--- src/rtl/preg_free_list.sv ---
// rtl/preg_free_list.sv - physical-register free-list allocator with lowest-index staging
module preg_free_list #(
  parameter int NUM_PREGS    = 64,
  parameter int NUM_RESERVED = 32
) (
  input  logic                           clk,
  input  logic                           reset,
  output logic                           alloc_valid,
  output logic [$clog2(NUM_PREGS)-1:0]   alloc_preg,
  input  logic                           alloc_req,
  input  logic                           free_valid,
  input  logic [$clog2(NUM_PREGS)-1:0]   free_preg,
  input  logic                           flush_valid,
  input  logic [NUM_PREGS-1:0]           flush_free_mask,
  output logic [$clog2(NUM_PREGS+1)-1:0] free_count,
  output logic                           double_free
);

  localparam int IW = $clog2(NUM_PREGS);
  localparam int CW = $clog2(NUM_PREGS + 1);

  // Architectural registers start mapped; register 0 is never free.
  function automatic logic [NUM_PREGS-1:0] build_reset_mask();
    logic [NUM_PREGS-1:0] m;
    m = '0;
    for (int i = 1; i < NUM_PREGS; i++) begin
      if (i >= NUM_RESERVED) m[i] = 1'b1;
    end
    return m;
  endfunction

  function automatic logic [CW-1:0] popcount(input logic [NUM_PREGS-1:0] v);
    logic [CW-1:0] c;
    c = '0;
    for (int i = 0; i < NUM_PREGS; i++) begin
      c = c + CW'(v[i]);
    end
    return c;
  endfunction

  localparam logic [NUM_PREGS-1:0] RESET_MASK  = build_reset_mask();
  localparam logic [CW-1:0]        RESET_COUNT = popcount(RESET_MASK);
  localparam logic [NUM_PREGS-1:0] KEEP_MASK   = {{(NUM_PREGS-1){1'b1}}, 1'b0};

  logic [NUM_PREGS-1:0] free_mask_q, free_mask_d;
  logic                 alloc_valid_q, alloc_valid_d;
  logic [IW-1:0]        alloc_preg_q, alloc_preg_d;
  logic [CW-1:0]        free_count_q, free_count_d;
  logic                 double_free_q, double_free_d;

  logic                 fire;
  logic                 free_nonzero;
  logic                 dbl_hit;
  logic                 free_ok;
  logic                 load_slot;
  logic                 load_ok;
  logic                 sel_found;
  logic [IW-1:0]        sel_idx;
  logic [NUM_PREGS-1:0] sel_onehot;
  logic [NUM_PREGS-1:0] free_onehot;
  logic [NUM_PREGS-1:0] flush_mask_eff;
  logic [CW-1:0]        flush_count;

  assign fire         = alloc_valid_q & alloc_req;
  assign free_nonzero = free_valid & (free_preg != '0);
  // A release is bogus if the register is already free or is the one sitting in the staging slot.
  assign dbl_hit      = free_nonzero &
                        (free_mask_q[free_preg] | (alloc_valid_q & (alloc_preg_q == free_preg)));
  assign free_ok      = free_nonzero & ~dbl_hit;
  assign load_slot    = (~alloc_valid_q | fire) & ~flush_valid;
  assign load_ok      = load_slot & sel_found;

  // Lowest-index priority encoder over the registered free mask.
  always_comb begin
    sel_found = 1'b0;
    sel_idx   = '0;
    for (int i = NUM_PREGS - 1; i >= 0; i--) begin
      if (free_mask_q[i]) begin
        sel_found = 1'b1;
        sel_idx   = IW'(i);
      end
    end
  end

  // One-hot masks for the bit being taken by the stage and the bit being released.
  always_comb begin
    sel_onehot  = '0;
    free_onehot = '0;
    if (load_ok) sel_onehot[sel_idx] = 1'b1;
    if (free_ok) free_onehot[free_preg] = 1'b1;
  end

  // Checkpoint restore image, with the same-cycle release merged in.
  always_comb begin
    flush_mask_eff = (flush_free_mask | free_onehot) & KEEP_MASK;
    flush_count    = popcount(flush_mask_eff);
  end

  // Next-state for bitmap, staging slot, count and error flag.
  always_comb begin
    free_mask_d   = free_mask_q;
    alloc_valid_d = alloc_valid_q;
    alloc_preg_d  = alloc_preg_q;
    free_count_d  = free_count_q;
    double_free_d = double_free_q | dbl_hit;
    if (flush_valid) begin
      free_mask_d   = flush_mask_eff;
      free_count_d  = flush_count;
      alloc_valid_d = 1'b0;
    end else begin
      // Selected bit is cleared before the released bit is merged in.
      free_mask_d  = ((free_mask_q & ~sel_onehot) | free_onehot) & KEEP_MASK;
      free_count_d = free_count_q + CW'(free_ok) - CW'(load_ok);
      if (load_slot) begin
        alloc_valid_d = sel_found;
        if (sel_found) alloc_preg_d = sel_idx;
      end
    end
  end

  // State registers with synchronous reset.
  always_ff @(posedge clk) begin
    if (reset) begin
      free_mask_q   <= RESET_MASK;
      alloc_valid_q <= 1'b0;
      alloc_preg_q  <= '0;
      free_count_q  <= RESET_COUNT;
      double_free_q <= 1'b0;
    end else begin
      free_mask_q   <= free_mask_d;
      alloc_valid_q <= alloc_valid_d;
      alloc_preg_q  <= alloc_preg_d;
      free_count_q  <= free_count_d;
      double_free_q <= double_free_d;
    end
  end

  assign alloc_valid = alloc_valid_q;
  assign alloc_preg  = alloc_preg_q;
  assign free_count  = free_count_q;
  assign double_free = double_free_q;

endmodule
--- config.mk ---
export PLATFORM = sky130hd
export DESIGN_NAME = preg_free_list
export DESIGN_NICKNAME = d
export VERILOG_FILES = /design/src/rtl/preg_free_list.sv
export SDC_FILE = /design/constraint.sdc
export NUM_CORES = 1
export LEC_CHECK = 0
export BUFFER_PORTS_ARGS = -buffer_cell sky130_fd_sc_hd__buf_4
export CAP_MARGIN = 30
export CORE_UTILIZATION = 45
export CTS_CLUSTER_DIAMETER = 200
export DETAILED_ROUTE_END_ITERATION = 8
export GPL_ROUTABILITY_DRIVEN = 0
export PLACE_DENSITY = 0.75
export SLEW_MARGIN = 20
export SYNTH_ARGS = -nofsm -noshare
export SYNTH_HDL_FRONTEND = slang
export SYNTH_SLANG_ARGS = --single-unit
--- constraint.sdc ---
create_clock -name clk -period 11.7 [get_ports clk]
set_input_delay 1.17 -clock clk [delete_from_list [all_inputs] [get_ports clk]]
set_output_delay 1.17 -clock clk [all_outputs]
set_load 0.005 [all_outputs]
# After elaboration in Yosys (flattened, before gate mapping)
# Cells that the tools add are included.
[totals] wordCells=234 input_bits=75 output_inout_bits=15 register_bits=79
[classes] eq_ne=1 n_reduce_logical=5 bitwise=17 n_mux=138 add_sub_neg=64 order_cmp=4
[op_table] operator="7-bit by 1-bit adder with 7-bit output" count=57
[op_table] operator="6-bit two-way mux" count=64
[op_table] operator="64-bit two-way mux" count=3
[op_table] operator="64-bit bitwise OR" count=2
[op_table] operator="1-bit two-way mux" count=67
[op_table] operator="64-bit bitwise AND" count=1
[op_table] operator="64-bit NOT" count=1
[op_table] operator="6-bit by 7-bit < comparator with 1-bit output (second input constant)" count=2
[op_table] operator="1-bit demux with 6-bit select" count=2
[op_table] operator="6-bit by 1-bit greater-or-equal comparator with 1-bit output (second input constant)" count=2
[op_table] operator="6-bit by 1-bit adder with 7-bit output" count=1
[op_table] operator="1-bit bitwise AND" count=7
[op_table] operator="7-bit two-way mux" count=1
[op_table] operator="7-bit by 1-bit subtractor with 7-bit output" count=1
[op_table] operator="5-bit by 1-bit adder with 6-bit output" count=1
[op_table] operator="1-bit binary-select mux with 6-bit select" count=1
[op_table] operator="6-bit == test" count=1
[op_table] operator="6-bit nonzero test" count=1
[op_table] operator="4-bit by 1-bit adder with 5-bit output" count=1
[op_table] operator="3-bit by 1-bit adder with 4-bit output" count=1
[op_table] operator="2-bit by 1-bit adder with 3-bit output" count=1
[op_table] operator="1-bit NOT" count=3
[op_table] operator="1-bit bitwise OR" count=3
[op_table] operator="3-bit AND reduction" count=1
[op_table] operator="other kinds (3)" count=4

# Depth between registers and ports, before layout
# Gate-level depths: netlist of the first run.
[logic_depth] depth_word=73 ltp_mapped=30 depth_no_buf=26

# Least setup slack after synthesis of the first run
# No wires, ideal clock.
[synth_timing] path_type="input to register" start="input free_preg[0]" end="register free_count_q[5], in the netlist free_count[5]" setup_slack_ns=2.752 arrival_ns=8.828 path_buffers=2 cell_stages=24 t_required_ns=11.580 setup_time_ns=0.120 cell_sequence="buf_6 -> mux4_2 -> mux2_2 -> a22o_1 -> or4_1 -> nor4_4 -> buf_2 -> a21oi_1 -> fa_1 -> inv_1 -> fa_1 -> fa_1 -> fa_1 -> fa_1 -> fa_1 -> fa_1 -> fa_1 -> ha_1 -> a21o_1 -> a21o_1 -> a21o_1 -> a21oi_1 -> xnor2_1 -> a211o_1"
[synth_via] elab_chain_len=71 elab_cells_between_ends=82 classes_between="add/sub (64); order compare (2); eq/ne (1); mux (6); bitwise (7); reduce/logical (2)"
[synth_rtl] element="start, declared" line="12" source="input logic [$clog2(NUM_PREGS)-1:0] free_preg,"
[synth_rtl] element="1-bit binary-select mux with 6-bit select or 6-bit == test (tied branches)" line="68" source="(free_mask_q[free_preg] | (alloc_valid_q & (alloc_preg_q == free_preg)));"
[synth_rtl] element="1-bit two-way mux (implied by the code) or 1-bit bitwise AND (tied branches)" line="68"
[synth_rtl] element="1-bit bitwise OR" line="68"
[synth_rtl] element="1-bit bitwise AND" line="67" source="assign dbl_hit = free_nonzero &"
[synth_rtl] element="1-bit NOT" line="69" source="assign free_ok = free_nonzero & ~dbl_hit;"
[synth_rtl] element="1-bit bitwise AND" line="69"
[synth_rtl] element="64-bit two-way mux" line="90" source="if (free_ok) free_onehot[free_preg] = 1'b1;"
[synth_rtl] element="64-bit bitwise OR" line="95" source="flush_mask_eff = (flush_free_mask | free_onehot) & KEEP_MASK;"
[synth_rtl] element="1-bit by 1-bit adder with 2-bit output" line="36" source="c = c + CW'(v[i]);"
[synth_rtl] element="2-bit by 1-bit adder with 3-bit output" line="36"
[synth_rtl] element="3-bit by 1-bit adder with 4-bit output" line="36"
[synth_rtl] element="4-bit by 1-bit adder with 5-bit output" line="36"
[synth_rtl] element="5-bit by 1-bit adder with 6-bit output" line="36"
[synth_rtl] element="6-bit by 1-bit adder with 7-bit output" line="36"
[synth_rtl] element="7-bit by 1-bit adder with 7-bit output (56 in a row)" line="36"
[synth_rtl] element="7-bit two-way mux (*)" line="106" source="if (flush_valid) begin"
[synth_rtl] element="end signal, assigned" line="133" source="free_count_q <= free_count_d;"
[synth_rtl] element="end, declared" line="48" source="logic [CW-1:0] free_count_q, free_count_d;"
# Every way passes the cells marked *; elsewhere a longest branch is shown, timed or not. The select of a mux whose other input is x is not followed.
# A chain may end at the register's enable or synchronous reset.

# Worst setup path in the final report of the first run
[layout_timing] start="input free_preg[0]" end="register free_count_q[6], in the netlist free_count[6]"
# Same word-level chain as after synthesis.

==> impl_summary.txt, run 1 <==
----------------------------------------------------
[Floorplanning]
  Row Count ... 48
  Die Area ... 0.01808 mm²
  Horiz. Die Dim ... 134.5 µm
  Core area ... 0.01724 mm²
  Height of the chip ... 134.5 µm
  Starting density of the core ... 45.80%
  Ports ... 90

[Synthesis]
  Synth area leaders ... dfxtp_1 20%, fa_1 14%, a21o_1 4.6%, a221o_1 3.5%, ha_1 3.5%
  Nets in the synthesized netlist ... 1067
  Post-Synthesis Cells ... 916
  Portion of synthesized cell area occupied by the leading cell type ... 19.78%
  Commonest cells post-synth ... 78 x dfxtp_1, 64 x nor2_1, 60 x inv_1
  Total of warnings raised by yosys ... 0
  Distinct cell type count after synthesis ... 81
  Mean post-synth cell area ... 8.619 µm²
  Post-Synthesis Cell Area ... 0.007895 mm²
  Most used flip-flop cell after synthesis ... dfxtp_1
  Most frequent cell after synthesis ... dfxtp_1
  Sequential cell area fraction in the yosys report ... 19.78%
  Count of state elements after synthesis ... 78
  Proportion of register bits with asynchronous set or reset after synthesis ... 0%
  Number of synthesized flops with an enable pin ... 0
  Synth area leader ... dfxtp_1

[GRT]
  Number of antenna violations at the first check in global routing ... 0
  Overflow after GRT ... 0
  Overall global routing resource usage ... 32.32%
  Maximum number of pins on one net before global-route repair ... 72
  First-pass GRT wire length ... 44060 µm
  Via count of the first global-routing pass ... 7615

[Routing]
  Routed wire per std cell ... 23.65 µm
  Final wirelength ... 28620 µm
  Drt via density ... 6.688
  Final routed DRC violation total ... 0
  Iter 0 DRT Violations ... 1339
  Via count ... 8092
  Final ANT Viol Nets ... 0
  First-pass iteration count of the detailed router ... 6

[Critical path]
  Critical Path Slowest Stage Cell ... nor3_4
  Combined buffer and inverter count along the critical path ... 7
  Data arrival at the endpoint of the critical path ... 10.00 ns
  Critical path endpoint category ... register
  Critical path type ... in2reg
  Maximum cell stage delay along the critical path ... 0.67 ns
  Most used cell along the critical path ... fa_1
  Required time reported for the critical path endpoint ... 11.89 ns
  Worst R2R Path Depth ... 27
  Type of element launching the critical path ... input port
  Dominant delay contributor by cell family on the critical path ... adder cells
  Total number of cells along the worst setup path ... 28
  Maximum fanout encountered on the critical timing path ... 26

[Timing]
  Setup total negative slack ... 0 ns
  Final setup violation count ... 0
  Final-report max-slew violation count ... 0
  Setup slack after layout ... 1.889 ns
  Final min period ... 9.811 ns
  Unrepaired setup endpoints after global routing ... no
  Clock skew ... 0.01242 ns
  Achievable Freq ... 101.9 MHz
  Worst slew margin ... 34.29%
  Hold violation count in the final report ... 0
  Period Utilization, post-route ... 83.86%
  Final worst hold slack ... 0.4930 ns
  Actual slew at the worst max-slew pin ... 0.9820 ns

[Pwr]
  Switching Share ... 48.00%
  Gate power share ... 76.3%
  Internal power ... 1371 µW
  Fraction of power consumed by the clock network ... 10.9%
  Pwr dens ... 292.4 mW/mm²
  Static leakage power ... 0.003819 µW
  Max VDD drop ... 1234 µV
  Sequential share of power ... 12.8%
  Net switching power ... 1266 µW

[Run status]
  Result of the run ... completed

[Placed design]
  DP Worst Slack ... 1.630 ns
  Post-DP HPWL ... 21210 µm
  Buffers added on ports ... 88

[CTS]
  Number of levels in the clock H-tree ... 3
  Maximum count of clock buffers along a single path ... 2
  Number of buffers inserted during clock tree synthesis ... 9
  Count of clock tree sinks ... 78
  Post-CTS Setup Inserts ... 0
  Root Driver ... clkbuf_16
  Latest clock arrival within the worst-skew pair ... 0.36 ns
  Quantity of gates resized following cts ... 0
  Count of hold-fix buffers inserted at cts ... 0
  Clock-pin slew of the registers on the worst-case setup and hold paths ... 0.07 ns
  Clock tree from TritonCTS ... yes

[Finish]
  Filler cell count ... 1587
  Proportion of layout cells with a drive suffix above 1 ... 17.26%
  Final Net Count ... 1131
  Area added between synthesis and finish ... 14.22%
  Number of antenna cells inserted ... 0

[Min path]
  Min-delay worst type ... reg2reg
  Number of instances on the worst hold path ... 2

[Flow run]
  Total of max-cap violations ... 0

----------------------------------------------------
[metrics by stage]
stage / instance area [µm²] / std cells / power [µW] / utilization, %
after CTS: 8977 / 1205 / 2651 / 52.08
after global placement: 8688 / 1189 / 2303 / 50.41
after global routing: 9017 / 1210 / 2899 / 52.32
final: 9017 / 1210 / 2637 / 52.32
after floorplan: 7895 / 916 / 1795 / -
after detailed placement: 8688 / 1189 / 2363 / 50.41
[cells in the final DEF (no fill, tap or decap), types with 8 or more instances in the layout]
cell / n
or4_1: 19
and2_1: 8
or2_2: 10
nor4_1: 11
a21oi_1: 50
nor2_1: 64
a21o_1: 48
a211o_1: 14
nand2_1: 49
nand3b_1: 8
a31oi_1: 43
buf_4: 106
dfxtp_1: 78
o21ai_0: 24
a221o_1: 28
xnor2_1: 10
mux2i_1: 25
or3_1: 8
ha_1: 22
nor2b_1: 26
inv_1: 60
fa_1: 54
clkbuf_16: 9
a211oi_1: 23
nor3_1: 31
[worst min-delay path, cell delays in order, from the launching register on]
cell	delay (ns)
dfxtp_1	0.33
a21oi_1	0.05
nor2_1	0.08
[power groups by stage]
stage	combinational [µW]	clock, µW	sequential, µW
5_1_grt	2260	296	340
3_3_place_gp	1960	0	340
3_5_place_dp	2020	0	340
6_report	2010	288	337
4_1_cts	2030	286	334
2_1_floorplan	1470	0	329
[path summary, 6_finish.rpt]
path                        start             to  slack (ns)
hold / removal        double_free    double_free        0.49
setup / recovery     free_preg[0]  free_count[6]        1.89
hold reg to reg       double_free    double_free        0.49
setup reg to reg  free_mask_q[23]  free_count[6]        2.83
[sequential cells by signal (all words and copies together) (netlist names)]
| register | flops |
|---|---|
| free_mask_q | 63 |
| free_count | 7 |
| alloc_preg | 6 |
| alloc_valid | 1 |
| double_free | 1 |
[per-layer routing]
layer	up-vias	share of wire, %	GRT usage (%)
li1	3560	-	-
met1	3777	38	42.46
met2	654	44	49.42
met3	101	14	7.995
met4	0	4.7	16.23
met5	-	0	0
[kinds of logic after synthesis]
group | count (synthesis) | synth area share (%)
AO/OA/AOI/OAI | 302 | 27.96
AND/OR/NAND/NOR | 288 | 21.19
buffers and inverters | 121 | 6.719
flip-flops | 78 | 19.78
adder cells (fa/ha/maj) | 76 | 17.18
multiplexers | 35 | 5.404
XOR/XNOR | 16 | 1.775
[final cells by class]
cell class	instances	area, µm²	share of cell area, %
sequential	78	1562	17.32
timing repair buffer	111	835.8	9.269
clock buffer	10	239.0	2.650
tap	225	281.5	3.122
clock inverter	6	50.05	0.5550
inverter	63	236.5	2.622
multi-input combinational	717	5813	64.47
Power figures use the tool's default switching activity.
==> run 2, diff against run 1 <==
==> constraint.sdc (replaced) <==
create_clock -name clk -period 9.55 [get_ports clk]
set_input_delay 0.955 -clock clk [delete_from_list [all_inputs] [get_ports clk]]
set_output_delay 0.955 -clock clk [all_outputs]
set_load 0.005 [all_outputs]
==> run 2 against run 1 <==
Via count is 0.53% lower; clock power grew 17%; sequential power increased by 23%; combinational power is 23% higher; sequential cell count did not move; utilization increased by 0.42 points; count of clock-buffer cells in the layout increased by 1; critical path depth down 1; register-to-register slack got worse by 1.8 ns; setup slack lost 1.4 ns; critical path type unchanged; largest cell class unchanged.
==> impl_summary.txt, run 2 (synthesized netlist as in run 1, its figures left out) <==
----------------------------------------------------
[CTS]
  Clock-pin slew of the registers on the worst-case setup and hold paths ... 0.07 ns (about the same)
  Count of hold-fix buffers inserted at cts ... 0 (unchanged)
  Latest clock arrival within the worst-skew pair ... 0.36 ns (about the same)
  Number of levels in the clock H-tree ... 3 (unchanged)
  Post-CTS Setup Inserts ... 0 (unchanged)
  Quantity of gates resized following cts ... 0 (unchanged)
  Clock tree from TritonCTS ... yes
  Count of clock tree sinks ... 78 (unchanged)
  Number of buffers inserted during clock tree synthesis ... 9 (unchanged)
  Root Driver ... clkbuf_16
  Maximum count of clock buffers along a single path ... 2 (unchanged)

[GRT]
  Number of antenna violations at the first check in global routing ... 0 (unchanged)
  Overflow after GRT ... 0 (unchanged)
  Maximum number of pins on one net before global-route repair ... 72 (unchanged)
  Via count of the first global-routing pass ... 7666 (+0.67%)
  First-pass GRT wire length ... 44010 µm (-0.12%)
  Overall global routing resource usage ... 32.17% (-0.15 points)

[Routing]
  Iter 0 DRT Violations ... 1000 (-25%)
  Final routed DRC violation total ... 0 (unchanged)
  Final ANT Viol Nets ... 0 (unchanged)
  Via count ... 8049 (-0.53%)
  First-pass iteration count of the detailed router ... 6 (unchanged)
  Final wirelength ... 28120 µm (-1.7%)
  Drt via density ... 6.630 (-0.86%)
  Routed wire per std cell ... 23.16 µm (-2.1%)

[Placed design]
  Buffers added on ports ... 88 (unchanged)
  Total placed instance area ... 0.008815 mm² (+1.5%)
  Post-DP HPWL ... 21580 µm (+1.7%)

[Finish]
  Number of antenna cells inserted ... 0 (unchanged)
  Proportion of layout cells with a drive suffix above 1 ... 17.49% (+0.23 points)
  Register with the most flip-flops ... free_mask_q
  Area added between synthesis and finish ... 15.13%
  Largest register FFs ... 63 (unchanged)
  Commonest cells after routing, fill and taps aside ... 110 x buf_4, 78 x dfxtp_1, 64 x nor2_1
  Seq. cell area ... 0.001562 mm² (unchanged)
  Leading cell type in the layout, fill and taps excluded ... buf_4
  Final Cell Area ... 0.009090 mm² (+0.80%)
  Area occupied by multi-input gates ... 0.005813 mm² (unchanged)
  Filler cell count ... 1565 (-1.4%)
  Final Net Count ... 1136 (+0.44%)

[Critical path]
  Critical path endpoint category ... register
  Data arrival at the endpoint of the critical path ... 9.20 ns (-0.80 ns)
  Maximum cell stage delay along the critical path ... 0.55 ns (-0.12 ns)
  Maximum fanout encountered on the critical timing path ... 14 (-46%)
  Most used cell along the critical path ... fa_1
  Critical Path Slowest Stage Cell ... mux4_1
  Dominant delay contributor by cell family on the critical path ... adder cells
  Required time reported for the critical path endpoint ... 9.73 ns (-2.16 ns)
  Combined buffer and inverter count along the critical path ... 5 (-2)
  Type of element launching the critical path ... input port
  Critical path type ... in2reg

[Timing]
  Setup total negative slack ... 0 ns (unchanged)
  Achievable Freq ... 110.9 MHz
  Hold violation count in the final report ... 0 (unchanged)
  Final-report max-slew violation count ... 0 (unchanged)
  Worst slew margin ... 40.64% (+6.3 points)
  Clock skew ... 0.007969 ns (-0.004451 ns)
  Period Utilization, post-route ... 94.46%
  Unrepaired setup endpoints after global routing ... no
  Actual slew at the worst max-slew pin ... 0.8871 ns (-0.09484 ns)
  Final setup violation count ... 0 (unchanged)
  Final min period ... 9.021 ns

[Floorplanning]
  Row Count ... 48 (unchanged)
  Height of the chip ... 134.5 µm (unchanged)
  Horiz. Die Dim ... 134.5 µm (unchanged)
  Starting density of the core ... 45.80% (unchanged)
  Die Area ... 0.01808 mm² (unchanged)
  Core area ... 0.01724 mm² (unchanged)
  Ports ... 90 (unchanged)

[Min path]
  Min-delay worst type ... reg2reg

[Pwr]
  Pwr dens ... 353.8 mW/mm² (+21%)
  Max VDD drop ... 1597 µV (+29%)
  Static leakage power ... 0.003846 µW (+0.70%)

[Flow run]
  Total of max-cap violations ... 0 (unchanged)

[Run status]
  Result of the run ... completed

----------------------------------------------------
run 2: stage by stage:
stage | total power, µW | hold slack (ns) | utilization, % | cells | setup WS [ns]
detailed placement | 2879 | 0.4644 | 51.14 | 1199 | 0.2023
global route | 3518 | 0.5157 | 52.74 | 1214 | 0.1640
finish | 3216 | 0.4823 | 52.74 | 1214 | 0.5292
CTS | 3223 | 0.4829 | 52.74 | 1214 | 0.5385
global placement | 2824 | 0.4652 | 51.05 | 1197 | 0.3288
floorplan | 2199 | 0.4604 | - | 916 | 0.8171
run 2: layer usage:
layer	wire length, µm	global-route usage, %	vias to the layer above
li1	-	-	3572
met1	10560	41.36	3764
met2	12470	49.31	611
met3	3664	9.309	102
met4	1428	15.98	0
met5	0	0	-
run 2: final timing paths:
path                                       from            end  slack, ns  cells after the start
worst min-delay path                double_free    double_free       0.48                      2
worst min register to register      double_free    double_free       0.48                      2
worst max-delay path               free_preg[1]  free_count[6]       0.53                     27
worst max register to register  free_mask_q[18]  free_count[6]       0.99                     26
run 2: layout make-up:
class,instances,area share [%]
Multi-Input combinational cell,717,63.95
Sequential cell,78,17.18
Timing Repair Buffer,116,10.14
Tap cell,225,3.097
Clock buffer,11,2.670
Inverter,63,2.602
Clock inverter,4,0.3579
run 2: tightest hold or removal path, cell delays in order (launching register included):
cell,delay (ns)
dfxtp_1,0.34
a21oi_1,0.04
nor2_1,0.07
run 2: power by group:
group | switching (µW) | total [µW] | internal (µW)
Combinational | 1340 | 2470 | 1120
Clock | 154 | 337 | 183
Sequential | 46.8 | 413 | 367
Total | 1540 | 3220 | 1670
==> run 3, diff against run 2 <==
--- a/config.mk
+++ b/config.mk
@@ -11,7 +11,6 @@
 export CTS_CLUSTER_DIAMETER = 200
 export DETAILED_ROUTE_END_ITERATION = 8
 export GPL_ROUTABILITY_DRIVEN = 0
-export PLACE_DENSITY = 0.75
 export SLEW_MARGIN = 20
 export SYNTH_ARGS = -nofsm -noshare
 export SYNTH_HDL_FRONTEND = slang
==> run 3 against run 2 <==
Clock power is 2% lower; fmax barely moved; non-clock buffer count increased by 4; sequential power is essentially flat; critical path depth did not move; register-to-register slack gained 0.04 ns; cell count grew 0.41%; power grew 2.1%; wire length increased by 5.3%; final area about the same; first-iteration DRC count up 10%; via count down 1.5%.
==> impl_summary.txt, run 3 (synthesized netlist as in run 1, its figures left out) <==
----------------------------------------------------
[Run status]
  Result of the run ... completed

[CTS]
  Latest clock arrival within the worst-skew pair ... 0.35 ns (about the same)
  Count of hold-fix buffers inserted at cts ... 0 (unchanged)
  Post-CTS Setup Inserts ... 0 (unchanged)
  Count of clock tree sinks ... 78 (unchanged)
  Number of buffers inserted during clock tree synthesis ... 9 (unchanged)
  Quantity of gates resized following cts ... 0 (unchanged)
  Maximum count of clock buffers along a single path ... 2 (unchanged)
  Clock tree from TritonCTS ... yes
  Root Driver ... clkbuf_16
  Clock-pin slew of the registers on the worst-case setup and hold paths ... 0.07 ns (about the same)
  Number of levels in the clock H-tree ... 3 (unchanged)

[Timing]
  Achievable Freq ... 110.8 MHz (about the same)
  Clock skew ... 0.01342 ns (+0.005446 ns)
  Unrepaired setup endpoints after global routing ... no
  Actual slew at the worst max-slew pin ... 1.014 ns (+0.1266 ns)
  Period Utilization, post-route ... 94.49% (about the same)
  Final-report max-slew violation count ... 0 (unchanged)
  Final worst hold slack ... 0.4867 ns (+0.004448 ns)
  Final min period ... 9.024 ns (+0.002804 ns)
  Worst slew margin ... 32.17% (-8.5 points)
  Hold violation count in the final report ... 0 (unchanged)
  Final setup violation count ... 0 (unchanged)
  Setup total negative slack ... 0 ns (unchanged)

[Min path]
  Min-delay worst type ... reg2reg
  Hold path start ... double_free

[Finish]
  Commonest cells after routing, fill and taps aside ... 116 x buf_4, 78 x dfxtp_1, 64 x nor2_1
  Area added between synthesis and finish ... 15.25% (about the same)
  Final core area utilization ... 52.79% (about the same)
  Number of antenna cells inserted ... 0 (unchanged)
  Proportion of layout cells with a drive suffix above 1 ... 17.91% (+0.42 points)
  Final Net Count ... 1140 (+0.35%)
  Register with the most flip-flops ... free_mask_q
  Leading cell type in the layout, fill and taps excluded ... buf_4
  Largest register FFs ... 63 (unchanged)

[Critical path]
  Critical path type ... in2reg
  Type of element launching the critical path ... input port
  R2R Path Start ... free_mask_q[19]
  CP Launch Point ... free_preg[0]
  Required time reported for the critical path endpoint ... 9.73 ns (about the same)
  Critical path endpoint category ... register
  Data arrival at the endpoint of the critical path ... 9.20 ns (about the same)
  Maximum fanout encountered on the critical timing path ... 19 (+5)

[Floorplanning]
  Core area ... 0.01724 mm² (unchanged)
  Height of the chip ... 134.5 µm (unchanged)
  Ports ... 90 (unchanged)
  Starting density of the core ... 45.80% (unchanged)
  Die Area ... 0.01808 mm² (unchanged)
  Row Count ... 48 (unchanged)
  Horiz. Die Dim ... 134.5 µm (unchanged)

[Pwr]
  Max VDD drop ... 1930 µV (+21%)
  Net switching power ... 1623 µW (+5.2%)
  Sequential share of power ... 12.6% (-0.3 points)
  Internal power ... 1661 µW (-0.74%)
  Pwr dens ... 361.0 mW/mm² (+2.0%)
  Fraction of power consumed by the clock network ... 10.0% (-0.5 points)
  Static leakage power ... 0.003864 µW (+0.46%)
  Switching Share ... 49.42% (+1.5 points)
  Gate power share ... 77.4% (+0.7 points)

[GRT]
  Maximum number of pins on one net before global-route repair ... 69 (-4.2%)
  Overall global routing resource usage ... 33.71% (+1.5 points)
  GR Util met2 ... 51.76% (+2.4 points)
  Global-route met3 utilization ... 5.556% (-3.8 points)
  Number of antenna violations at the first check in global routing ... 0 (unchanged)
  First-pass GRT wire length ... 45250 µm (+2.8%)
  Via count of the first global-routing pass ... 7459 (-2.7%)
  Met1 Track Usage GR ... 47.60% (+6.2 points)
  Global-route layer with the greatest usage ... met2
  Overflow after GRT ... 0 (unchanged)

[Routing]
  Final ANT Viol Nets ... 0 (unchanged)
  Via count ... 7928 (-1.5%)
  Drt via density ... 6.504 (-1.9%)
  Routed wire per std cell ... 24.29 µm (+4.8%)
  Final wirelength ... 29610 µm (+5.3%)
  Final routed DRC violation total ... 0 (unchanged)
  Iter 0 DRT Violations ... 1103 (+10%)
  First-pass iteration count of the detailed router ... 5 (-1)

[Placed design]
  Post-DP HPWL ... 22600 µm (+4.7%)
  Buffers added on ports ... 88 (unchanged)

[Flow run]
  Total of max-cap violations ... 0 (unchanged)

----------------------------------------------------
run 3: power by group through the flow:
stage          sequential, µW  combinational, µW  clock, µW
2_1_floorplan             403               1800          0
3_3_place_gp              418               2570          0
3_5_place_dp              418               2590          0
4_1_cts                   411               2600        330
5_1_grt                   417               2870        344
6_report                  413               2540        330
run 3: routing by layer:
layer  share of wire [%]  wire, µm
met2                  45     13290
met4                 3.1       908
met1                  43     12660
met3                 9.3      2754
met5                   0         0
run 3: critical path, cell delays in order:
cell,delay (ns)
buf_4,0.26
mux4_2,0.54
mux2_2,0.27
a22o_1,0.31
or4_1,0.54
nor4_4,0.21
buf_12,0.22
and2_1,0.16
nor2_1,0.06
fa_1,0.50
fa_1,0.50
inv_1,0.05
fa_1,0.49
inv_1,0.06
fa_1,0.49
inv_1,0.06
fa_1,0.46
fa_1,0.48
fa_1,0.52
fa_1,0.44
fa_1,0.43
fa_1,0.42
a21o_1,0.17
a21oi_1,0.21
nor2b_1,0.07
o21ai_0,0.20
a311oi_1,0.12
run 3: worst paths after layout:
| path | endpoint | cells past startpoint | slack [ns] |
|---|---|---|---|
| worst max-delay path | free_count[6] | 27 | 0.53 |
| worst max register to register | free_count[6] | 26 | 1.03 |
| worst min-delay path | double_free | 2 | 0.49 |
| worst min register to register | double_free | 2 | 0.49 |
run 3: cell type report:
type                            instances  area [µm²]
Inverter                               63       236.5
Timing Repair Buffer                  120       938.4
Clock buffer                           10       229.0
Multi-Input combinational cell        717        5813
Sequential cell                        78        1562
Clock inverter                          6       38.79
Fill cell                            1630        8138
Tap cell                              225       281.5
run 3: stage by stage:
stage | cells | total power (µW) | area (µm²) | worst slack [ns]
detailed placement | 1202 | 3011 | 8823 | 0.1665
global route | 1219 | 3631 | 9099 | 0.1797
finish | 1219 | 3284 | 9099 | 0.5264
floorplan | 916 | 2199 | 7895 | 0.8171
CTS | 1218 | 3344 | 9091 | 0.5007
global placement | 1201 | 2984 | 8816 | 0.1859
